$ cat src/rtl/moore_fsm_pkg.sv
// Shared types and helpers for the parametrised Moore pattern detector.
// Optional don't-care masking is enabled with PATTERN_FSM_MASK_EN.
package moore_fsm_pkg;

  typedef enum logic {
    MODE_NONOVL  = 1'b0,
    MODE_OVERLAP = 1'b1
  } mode_e;

  localparam int DEF_PAT_LEN = 4;
  localparam int DEF_CNT_W   = 8;

  function automatic int st_width(input int pat_len);
    return $clog2(pat_len + 1);
  endfunction

  // All-ones value of a w-bit counter (32-bit wrap makes w=32 come out right).
  function automatic int unsigned sat_value(input int unsigned w);
    return (32'd1 << w) - 32'd1;
  endfunction

endpackage

$ cat src/rtl/pattern_next_state.sv
// Combinational next-state logic: prefix-suffix (KMP) search over the last
// consumed bits, plus the non-overlapping restart after a full match.
module pattern_next_state
  import moore_fsm_pkg::*;
#(
  parameter  int PAT_LEN = DEF_PAT_LEN,
  localparam int ST_W    = st_width(PAT_LEN)
) (
  input  logic [ST_W-1:0]    state,
  input  logic [PAT_LEN-2:0] history,
  input  logic               in,
  input  logic [PAT_LEN-1:0] pattern,
  input  mode_e              overlap,
  input  logic [PAT_LEN-1:0] mask,
  output logic [ST_W-1:0]    next_state
);

  localparam logic [ST_W-1:0] FULL = ST_W'(PAT_LEN);

  logic [PAT_LEN-1:0] window;
  logic               ok;
  int unsigned        lim;

  always_comb begin
    window     = {history, in};
    next_state = '0;
    ok         = 1'b0;
    lim        = (state >= FULL) ? PAT_LEN : 32'(state) + 32'd1;
    if (overlap == MODE_OVERLAP || state < FULL) begin
      // Ascending j, so the last hit is the longest prefix that is also a suffix.
      for (int unsigned j = 1; j <= PAT_LEN; j++) begin
        ok = (j <= lim);
        for (int unsigned k = 0; k < j; k++) begin
          if (!mask[PAT_LEN-1-k] && (window[j-1-k] != pattern[PAT_LEN-1-k]))
            ok = 1'b0;
        end
        if (ok)
          next_state = ST_W'(j);
      end
    end else begin
      next_state = (in == pattern[PAT_LEN-1] || mask[PAT_LEN-1]) ? ST_W'(1) : '0;
    end
  end

endmodule

$ cat src/rtl/moore_pattern_fsm.sv
// Moore serial pattern detector with run-time loadable pattern and match counter.
// Define PATTERN_FSM_MASK_EN to add the cfg_mask don't-care port.
module moore_pattern_fsm
  import moore_fsm_pkg::*;
#(
  parameter  int PAT_LEN = DEF_PAT_LEN,
  parameter  int CNT_W   = DEF_CNT_W,
  localparam int ST_W    = st_width(PAT_LEN)
) (
  input  logic               clk,
  input  logic               rst_n,
  input  logic               en,
  input  logic               in,
  input  logic               cfg_we,
  input  logic [PAT_LEN-1:0] cfg_pattern,
  input  logic               cfg_overlap,
`ifdef PATTERN_FSM_MASK_EN
  input  logic [PAT_LEN-1:0] cfg_mask,
`endif
  output logic [ST_W-1:0]    state,
  output logic               detect,
  output logic [CNT_W-1:0]   match_cnt
);

  localparam int              HIST_W  = PAT_LEN - 1;
  localparam logic [ST_W-1:0] FULL    = ST_W'(PAT_LEN);
  localparam logic [CNT_W-1:0] CNT_SAT = CNT_W'(sat_value(CNT_W));

  logic [PAT_LEN-1:0] pattern_q;
  logic [HIST_W-1:0]  history_q;
  logic [PAT_LEN-1:0] mask_q;
  mode_e              mode_q;
  logic [ST_W-1:0]    next_state;

  pattern_next_state #(
    .PAT_LEN (PAT_LEN)
  ) u_next (
    .state      (state),
    .history    (history_q),
    .in         (in),
    .pattern    (pattern_q),
    .overlap    (mode_q),
    .mask       (mask_q),
    .next_state (next_state)
  );

  always_ff @(posedge clk or negedge rst_n) begin
    if (!rst_n) begin
      pattern_q <= '0;
      mode_q    <= MODE_OVERLAP;
      history_q <= '0;
      state     <= '0;
      match_cnt <= '0;
    end else if (cfg_we) begin
      pattern_q <= cfg_pattern;
      mode_q    <= mode_e'(cfg_overlap);
      history_q <= '0;
      state     <= '0;
      match_cnt <= '0;
    end else if (en) begin
      history_q <= HIST_W'({history_q, in});
      state     <= next_state;
      if (next_state == FULL && match_cnt != CNT_SAT)
        match_cnt <= match_cnt + 1'b1;
    end
  end

`ifdef PATTERN_FSM_MASK_EN
  always_ff @(posedge clk or negedge rst_n) begin
    if (!rst_n)
      mask_q <= '0;
    else if (cfg_we)
      mask_q <= cfg_mask;
  end
`else
  assign mask_q = '0;
`endif

  assign detect = (state == FULL);

endmodule

$ cat config.mk
export PLATFORM = sky130hd
export DESIGN_NAME = moore_pattern_fsm
export DESIGN_NICKNAME = d
export VERILOG_FILES = /design/src/rtl/moore_fsm_pkg.sv /design/src/rtl/pattern_next_state.sv /design/src/rtl/moore_pattern_fsm.sv
export SDC_FILE = /design/constraint.sdc
export NUM_CORES = 1
export LEC_CHECK = 0
export BUFFER_PORTS_ARGS = -buffer_cell sky130_fd_sc_hd__buf_2
export CAP_MARGIN = 0
export CELL_PAD_IN_SITES_DETAIL_PLACEMENT = 1
export CELL_PAD_IN_SITES_GLOBAL_PLACEMENT = 2
export CORE_AREA = 2 2 62 64
export CTS_CLUSTER_DIAMETER = 200
export DETAILED_ROUTE_END_ITERATION = 7
export DIE_AREA = 0 0 64 66
export HOLD_SLACK_MARGIN = 0.08
export PLACE_DENSITY = 0.75
export RECOVER_POWER = 100
export SYNTH_ARGS = -nofsm -noshare
export SYNTH_HDL_FRONTEND = slang
export SYNTH_SLANG_ARGS = --single-unit
$ cat constraint.sdc
create_clock -name clk -period 2.1 [get_ports clk]
set_clock_uncertainty 0.15 [all_clocks]
set_input_delay 0.21 -clock clk [delete_from_list [all_inputs] [get_ports clk]]
set_output_delay 0.21 -clock clk [all_outputs]
set_load 0.005 [all_outputs]
After elaboration in Yosys (flattened, before gate mapping). Cells that the tools add are included.

Register bits after elaboration: 19. Input bits: 10. Output and inout bits: 12. Logic and storage cells: 60.

Add/subtract/negate cells: 2. Order comparisons: 6. Eq/ne operators: 14. Multiplexer cells: 28. Reductions and logical operators: 5.

Operators with widths (count): $le A2 B32 Y1 const A (2); $le A1 B32 Y1 const A (1); $le A3 B32 Y1 const A (1); $mux W32 (1); $mux W8 (3); $mux W3 (6); $mux W1 (16); $ne A1 B1 Y1 (10); $add A8 B1 Y8 const B (1); $ne A8 B8 Y1 const B (1); $eq A3 B3 Y1 const B (2); $add A3 B1 Y4 const B (1); $mux W2 (2); $reduce_bool A2 Y1 (2); $ge A3 B3 Y1 const B (1); $lt A3 B3 Y1 const B (1); $reduce_and A2 Y1 (1); $eq A1 B1 Y1 (1); $logic_and A1 B1 Y1 (1); $logic_or A1 B1 Y1 (1).

Logic depth before layout (Yosys ltp). Gate-level depths: netlist of run 1.

Word-level depth: 15. Mapped depth: 6. Gate-level depth less buffers: 6.

Cells and area by module. From an unflattened synthesis of run 1, not the netlist that was laid out.

Cell total of the unflattened synthesis: 115. Area total of the unflattened synthesis: 1208.7 um^2.

Modules (own cells, without submodules): moore_pattern_fsm (times used 1, cells each 80, area each 945.9 um^2, sequential area each 476.7 um^2); pattern_next_state (times used 1, cells each 35, area each 262.8 um^2, sequential area each 0.0 um^2).

Worst setup path after synthesis of run 1. OpenSTA, ideal clock, no wires.

Path type: flip-flop to flip-flop. From: reg state[0]. To: reg state[0]. Setup time: 0.101 ns. Data arrival time: 1.611 ns. Required time: 1.849 ns. Slack: 0.238 ns. Stages on the path, launching flop included: 7. Buffers on the path: 0. Clock period less this slack: 1.862 ns. Path through: dfrtp_1 -> ha_1 -> nor2_1 -> or3_4 -> nor2_1 -> or3b_1 -> o32ai_1.

Cells in the longest elaborated chain, start to end: 12. Elaborated cells on any way between the ends: 30. Classes of those cells: add/sub (1); order compare (6); mux (22); reduce/logical (1).

Ends and longest elaborated chain: start, declared (line moore_pattern_fsm.sv:20) `output logic [ST_W-1:0] state,`; start signal, assigned (line moore_pattern_fsm.sv:62) `state <= next_state;`; $add A3 B1 Y4 or $ge A3 B3 Y1 (tied branches) (line pattern_next_state.sv:28) `lim = (state >= FULL) ? PAT_LEN : 32'(state) + 32'd1;`; $mux W32 (line pattern_next_state.sv:28); $le A1 B32 Y1, or another cell as far along (line pattern_next_state.sv:32) `ok = (j <= lim);`; $mux W1 (line pattern_next_state.sv:34) `if (!mask[PAT_LEN-1-k] && (window[j-1-k] != pattern[PAT_LEN-1-k]))`; $mux W1 (on tied branches) (line pattern_next_state.sv:29, pattern_next_state.sv:34); $mux W1 (on tied branches) (line pattern_next_state.sv:37, pattern_next_state.sv:29, pattern_next_state.sv:34); $mux W2, or another cell as far along (line pattern_next_state.sv:37) `if (ok)`; $mux W2 or $mux W1 (tied branches) (line pattern_next_state.sv:37, pattern_next_state.sv:29); $mux W3 (line pattern_next_state.sv:37); $mux W3 * (line pattern_next_state.sv:29) `if (overlap == MODE_OVERLAP || state < FULL) begin`; $mux W3 * (line moore_pattern_fsm.sv:60) `end else if (en) begin`; $mux W3 * (line moore_pattern_fsm.sv:54) `end else if (cfg_we) begin`.

Every way passes the cells marked *; elsewhere a longest branch is shown, timed or not. The select of a mux whose other input is x is not followed. A chain may end at the register's enable or synchronous reset.

Worst setup path in the final report of run 1.
From: reg match_cnt[0]. To: reg match_cnt[5].

Cells in the longest elaborated chain, start to end: 4. Elaborated cells on any way between the ends: 8. Classes of those cells: add/sub (1); eq/ne (1); mux (3); reduce/logical (3).

Ends and longest elaborated chain: start, declared (line moore_pattern_fsm.sv:22) `output logic [CNT_W-1:0] match_cnt`; start signal, assigned (line moore_pattern_fsm.sv:64) `match_cnt <= match_cnt + 1'b1;`; $add A8 B1 Y8 or $ne A8 B8 Y1 (tied branches) (line moore_pattern_fsm.sv:64, moore_pattern_fsm.sv:63); $mux W8 or $logic_and A1 B1 Y1 (tied branches) (line moore_pattern_fsm.sv:63) `if (next_state == FULL && match_cnt != CNT_SAT)`; $mux W8 or $reduce_bool A2 Y1 (tied branches); $mux W8 or $reduce_and A2 Y1 (tied branches).

Several ways; a longest one is shown, not always the timed one. The select of a mux whose other input is x is not followed.

==> results of run 1 <==
-- worst paths after layout --
check,end,slack [ps],cells past startpoint
setup / recovery,match_cnt[5],150,6
hold / removal,state[1],120,2
setup reg to reg,match_cnt[5],150,6
hold reg to reg,match_cnt[6],430,2
max in group asynchronous,state[0],630,2
min in group asynchronous,history_q[0],460,2
-- sequential cells by signal (all words and copies together) (netlist names) --
register   count
mode_q         1
pattern_q      4
state          3
match_cnt      8
history_q      3
-- final cells by class --
type                    instances  area, sq um
clock buffers                   3        22.52
clock inverters                 1        7.507
fillers                       423         2126
inverters                       3        11.26
multi-input cells              81        643.1
flip-flops and latches         19        478.0
well taps                      48        60.06
repair buffers                 33        202.7
-- through the flow --
stage,instance area [sq um],utilization,instances
floorplan,1145,-,109
global placement,1277,0.3598,173
detailed placement,1277,0.3598,173
CTS,1370,0.3858,183
global route,1425,0.4013,188
finish,1425,0.4013,188
-- placed cells by master (no fill, tap or decap), types with 2 or more instances in the layout --
cell / instances
dfrtp_1: 17
buf_2: 15
nor2_1: 11
xnor2_1: 6
nand3_1: 6
dlygate4sd3_1: 6
clkbuf_1: 6
xor2_1: 5
mux2i_1: 5
mux2_2: 5
buf_4: 5
o31ai_1: 4
clkbuf_4: 4
inv_1: 3
nand2_1: 3
or4_1: 3
a21oi_1: 3
xnor2_2: 2
nor2b_1: 2
nand4_1: 2
nor4_1: 2
o21ai_0: 2
o32ai_1: 2
ha_1: 2
-- what timing repair did --
item	in CTS	in global routing
pin swaps	0	3
gates resized for setup	1	5
setup endpoints to repair	1	6
hold buffers	6	0
hold endpoints to repair	24	0
buffers inserted	0	5
-- routing by layer --
layer	GRT usage	vias up	part of all wire
met5	0	-	0
met3	0.02896	4	0.029
met1	0.1782	472	0.46
met2	0.2383	14	0.50
li1	-	451	-
met4	0.04076	0	0.016
-- cell usage after synthesis (all sizes together) (2+ instances only) --
master | n | area share
a21oi | 3 | 0.013
buf | 4 | 0.028
clkbuf | 2 | 0.0066
dfrtp | 18 | 0.39
ha | 3 | 0.033
inv | 3 | 0.0098
mux2 | 5 | 0.049
mux2i | 5 | 0.044
nand2 | 3 | 0.0098
nand3 | 7 | 0.042
nand4 | 2 | 0.011
nor2 | 12 | 0.039
nor2b | 2 | 0.011
nor3 | 2 | 0.019
nor4 | 3 | 0.016
o21ai | 3 | 0.013
o31ai | 4 | 0.026
o32ai | 2 | 0.015
or3 | 2 | 0.015
or4 | 3 | 0.020
xnor2 | 8 | 0.061
xor2 | 6 | 0.062
-- cells by family (layout without fill, tap and decap cells) --
group           Yosys count  after routing  synth area share
mux                      10             10           0.09289
buf+inv                   9             40           0.04481
flops                    19             19            0.4164
compound gates           15             15           0.08744
fa+ha+maj                 3              3           0.03279
xor+xnor                 14             14            0.1235
simple gates             39             39            0.2022
-- where the power goes --
part | internal [mW] | switching, mW | leakage, nW
Sequential | 0.382 | 0.0217 | 0.250
Clock | 0.0724 | 0.125 | 0.0139
Combinational | 0.0679 | 0.0697 | 0.330
Total | 0.522 | 0.216 | 0.594
-- worst max-delay path: cells and delay by family, from the launching register on --
family	cells	cell delay (ps)
fa+ha+maj	1	220
compound gates	2	350
simple gates	3	690
flops	1	440
==> impl_metrics.toml, run 1 <==
[status]
status = "completed"

[power]
irDropWorstVdd_uv = 185.0
power_leakage_nw = 0.5937
powerDensity_nw_per_um2 = 518.0
power.total_mw = 0.7383

[synth]
synthesis.area_sq_um = 1145
yosysSeqAreaShare = 0.4164
synth_ff_type = "dfrtp_1"
synth_enable_flop_cells = 0
synth_seq_cells = 19
synth_cell_types = 35
netlist_instances = 109
yosysWarnings = 0
synthArstFlopShare = 1.000
syn_avg_cell_area_sq_um = 10.50
syn_nets = 122

[worst_setup_path]
worstSetupStartpointType = "flop"
slowest_delay_ps = 470
cp.required_ps = 2170
worstPathCellList = "ha_2, nand3_1, o21a_1, nand3_4, or4_1, a21oi_1"
crit_slowest_cell = "or4_1"
end_kind = "flop"
crit_type = "flop to flop"
arrival_ps = 2020
critPathMaxFanout = 6
rr_startpoint = "match_cnt[0]"
setup.worst_path.start = "match_cnt[0]"

[placed_design]
dp_slack_ps = 26.18
gp_congestion = 0.8650
portBuffers = 21
dp_hpwl_microns = 1975

[clocking]
cts.sinks = 19
clk_path_buf_depth = 2
root_buffer = "clkbuf_4"
clkLatencyLatePin_ps = 300
cts_buffers = 3
cts_tree = "yes"
path_clk_slew_ps = 130
cts_max_level = 1

[global_routing]
grt_start_max_net_pins = 22
overflow = 0
grt_pass1_wl_microns = 4609
antenna_found_initial = 0
grt_usage = 0.1398
grt_pass1_vias = 973

[layout]
fin_nets = 154
drive_above_1_share = 0.3000
antennaDiodeCount = 0
area_growth_pct = 24.48

[die]
std_cell_rows = 22
dieArea_sq_um = 4224
start_util = 0.3224
core_area_sq_um = 3551
die-width_microns = 64
pin_count = 22
fp.dieH_microns = 66

[drt]
wire_per_inst_microns = 14.56
ant_nets = 0
drt_pre_antenna_iters = 2
drt-initial-drc-count = 10
vias_per_cell = 5.005
drt-total-wl_microns = 2738
drc = 0
vias = 941

[run]
maxCapViolations = 0

[timing]
setup_viol = 0
timing.final.crit_share = 0.9287
hold_viol = 0
max_freq_ghz = 0.5127
maxSlewHeadroom = 0.2739
rsz0062_at_grt = "false"
tns_ps = 0
slew_violations = 0
max_slew.worst_pin.slew_ps = 1089
timing.final.ws_setup_ps = 149.7
fin_crit_ps = 1950
holdWs_ps = 121.7

[min_path]
min-delay-start = "en"
hold_path_class = "input pin to flop"
Power figures use the tool's default switching activity.
==> run 2: changes to the inputs <==
--- a/config.mk
+++ b/config.mk
@@ -5,17 +5,17 @@
 export SDC_FILE = /design/constraint.sdc
 export NUM_CORES = 1
 export LEC_CHECK = 0
-export BUFFER_PORTS_ARGS = -buffer_cell sky130_fd_sc_hd__buf_2
 export CAP_MARGIN = 0
 export CELL_PAD_IN_SITES_DETAIL_PLACEMENT = 1
 export CELL_PAD_IN_SITES_GLOBAL_PLACEMENT = 2
-export CORE_AREA = 2 2 62 64
+export CORE_AREA = 2 2 58 60
 export CTS_CLUSTER_DIAMETER = 200
 export DETAILED_ROUTE_END_ITERATION = 7
-export DIE_AREA = 0 0 64 66
+export DIE_AREA = 0 0 60 62
+export DONT_BUFFER_PORTS = 1
 export HOLD_SLACK_MARGIN = 0.08
 export PLACE_DENSITY = 0.75
-export RECOVER_POWER = 100
+export RECOVER_POWER = 25
 export SYNTH_ARGS = -nofsm -noshare
 export SYNTH_HDL_FRONTEND = slang
 export SYNTH_SLANG_ARGS = --single-unit
==> run 2 against run 1 <==
Cell area is 7.1% lower. Sequential cell count unchanged. Core utilization up 1.5 points. Clock-buffer cell count grew 1. Critical path type is now input pin to flop. Critical endpoint is now history_q[0]. Highest routed layer unchanged.
==> impl_metrics.toml, run 2 (same netlist as run 1, synthesis figures left out) <==
[status]
status = "completed"

[timing]
tns_ps = 0
fin_crit_ps = 2012
slew_violations = 0
timing.final.crit_share = 0.9580
maxSlewHeadroom = 0.4073
setup_viol = 0
max_freq_ghz = 0.4971
hold_viol = 0
holdWs_ps = 119.3
max_slew.worst_pin.slew_ps = 886.2
rsz0062_at_grt = "true"
timing.final.ws_setup_ps = 88.13

[drt]
vias = 868
wire_per_inst_microns = 15.60
drt_pre_antenna_iters = 4
vias_per_cell = 5.198
drc = 0
ant_nets = 0
drt-initial-drc-count = 11
drt-total-wl_microns = 2605

[power]
powerDensity_nw_per_um2 = 539.8
power_leakage_nw = 0.5148
irDropWorstVdd_uv = 263.7
power.total_mw = 0.7146

[worst_setup_path]
worstSetupStartpointType = "input pin"
critPathMaxFanout = 21
arrival_ps = 2050
cp.required_ps = 2140
slowest_delay_ps = 1120
crit_slowest_cell = "dlygate4sd3_1"
crit_type = "input pin to flop"
cp_common_cell = "dlygate4sd3_1"
worstPathCellList = "dlygate4sd3_1, nor2_1, dlygate4sd3_1"
end_kind = "flop"

[placed_design]
dp_hpwl_microns = 1861
gp_congestion = 0.7045
portBuffers = 0
place_area_sq_um = 1200
numPlacedInstances = 154
dp_slack_ps = 100.2

[layout]
largest_register_ffs = 8
antennaDiodeCount = 0
fin_nets = 135
layout_common_cells = "dfrtp_1 (18), nor2_1 (12), dlygate4sd3_1 (9), xnor2_1 (8), nand3_1 (6)"
regMostFlops = "match_cnt"
drive_above_1_share = 0.1653
final_common_cell = "dfrtp_1"
top_regs = "match_cnt: 8 flops, pattern_q: 4 flops"
final_cells = 167
area_growth_pct = 15.63
design_area_sq_um = 1324
post-route-util = 0.4164

[min_path]
hold_path_class = "input pin to flop"

[clocking]
clk_path_buf_depth = 2
root_buffer = "clkbuf_4"
path_clk_slew_ps = 110
cts_buffers = 3
cts.sinks = 19
postCtsSetupBuffers = 0
cts_tree = "yes"
cts_max_level = 1
clkLatencyLatePin_ps = 300

[die]
fp.dieH_microns = 62
pin_count = 22
core_area_sq_um = 3179
dieArea_sq_um = 3720
die-width_microns = 60
start_util = 0.3601
std_cell_rows = 21

[global_routing]
grt_pass1_vias = 860
antenna_found_initial = 0
grt_start_max_net_pins = 22
grt_usage = 0.1532
grt_pass1_wl_microns = 4181
overflow = 0

[run]
maxCapViolations = 0
[run 2: report_power, final]
part	total [mW]	internal, mW	switching (mW)
clock	0.191	0.0739	0.117
combinational	0.126	0.0612	0.0651
sequential	0.398	0.381	0.0161
[run 2: routing by layer]
layer / part of all wire / vias to the layer above / track usage
met1: 0.46 / 439 / 0.2003
met2: 0.49 / 17 / 0.2500
li1: - / 410 / -
met5: 0 / - / 0
met3: 0.046 / 2 / 0.03520
met4: 0.0058 / 0 / 0.05397
[run 2: what timing repair did]
action	in CTS	in global routing
hold buffers	9	0
endpoints found under the hold margin	38	0
setup endpoints to repair	0	4
gates resized for setup	0	3
[run 2: worst max-delay path: cells and delay by family]
family,cells,cell delay [ps]
simple gates,1,120
buf+inv,2,1720
[run 2: worst paths after layout]
check,from,endpoint,slack (ps),cells after the start
min,in,state[0],120,3
max in group asynchronous,rst_n,match_cnt[1],940,1
min in group asynchronous,rst_n,pattern_q[3],310,1
max,cfg_we,history_q[0],90,3
max reg2reg,state[0],state[0],110,7
min reg2reg,history_q[2],history_q[2],410,2
[run 2: cell type report]
| cell class | count | area [sq um] |
|---|---|---|
| repair buffers | 14 | 120.1 |
| fillers | 358 | 1856 |
| clock buffers | 4 | 26.28 |
| well taps | 46 | 57.56 |
| flip-flops and latches | 19 | 476.7 |
| inverters | 3 | 11.26 |
| multi-input cells | 81 | 631.9 |
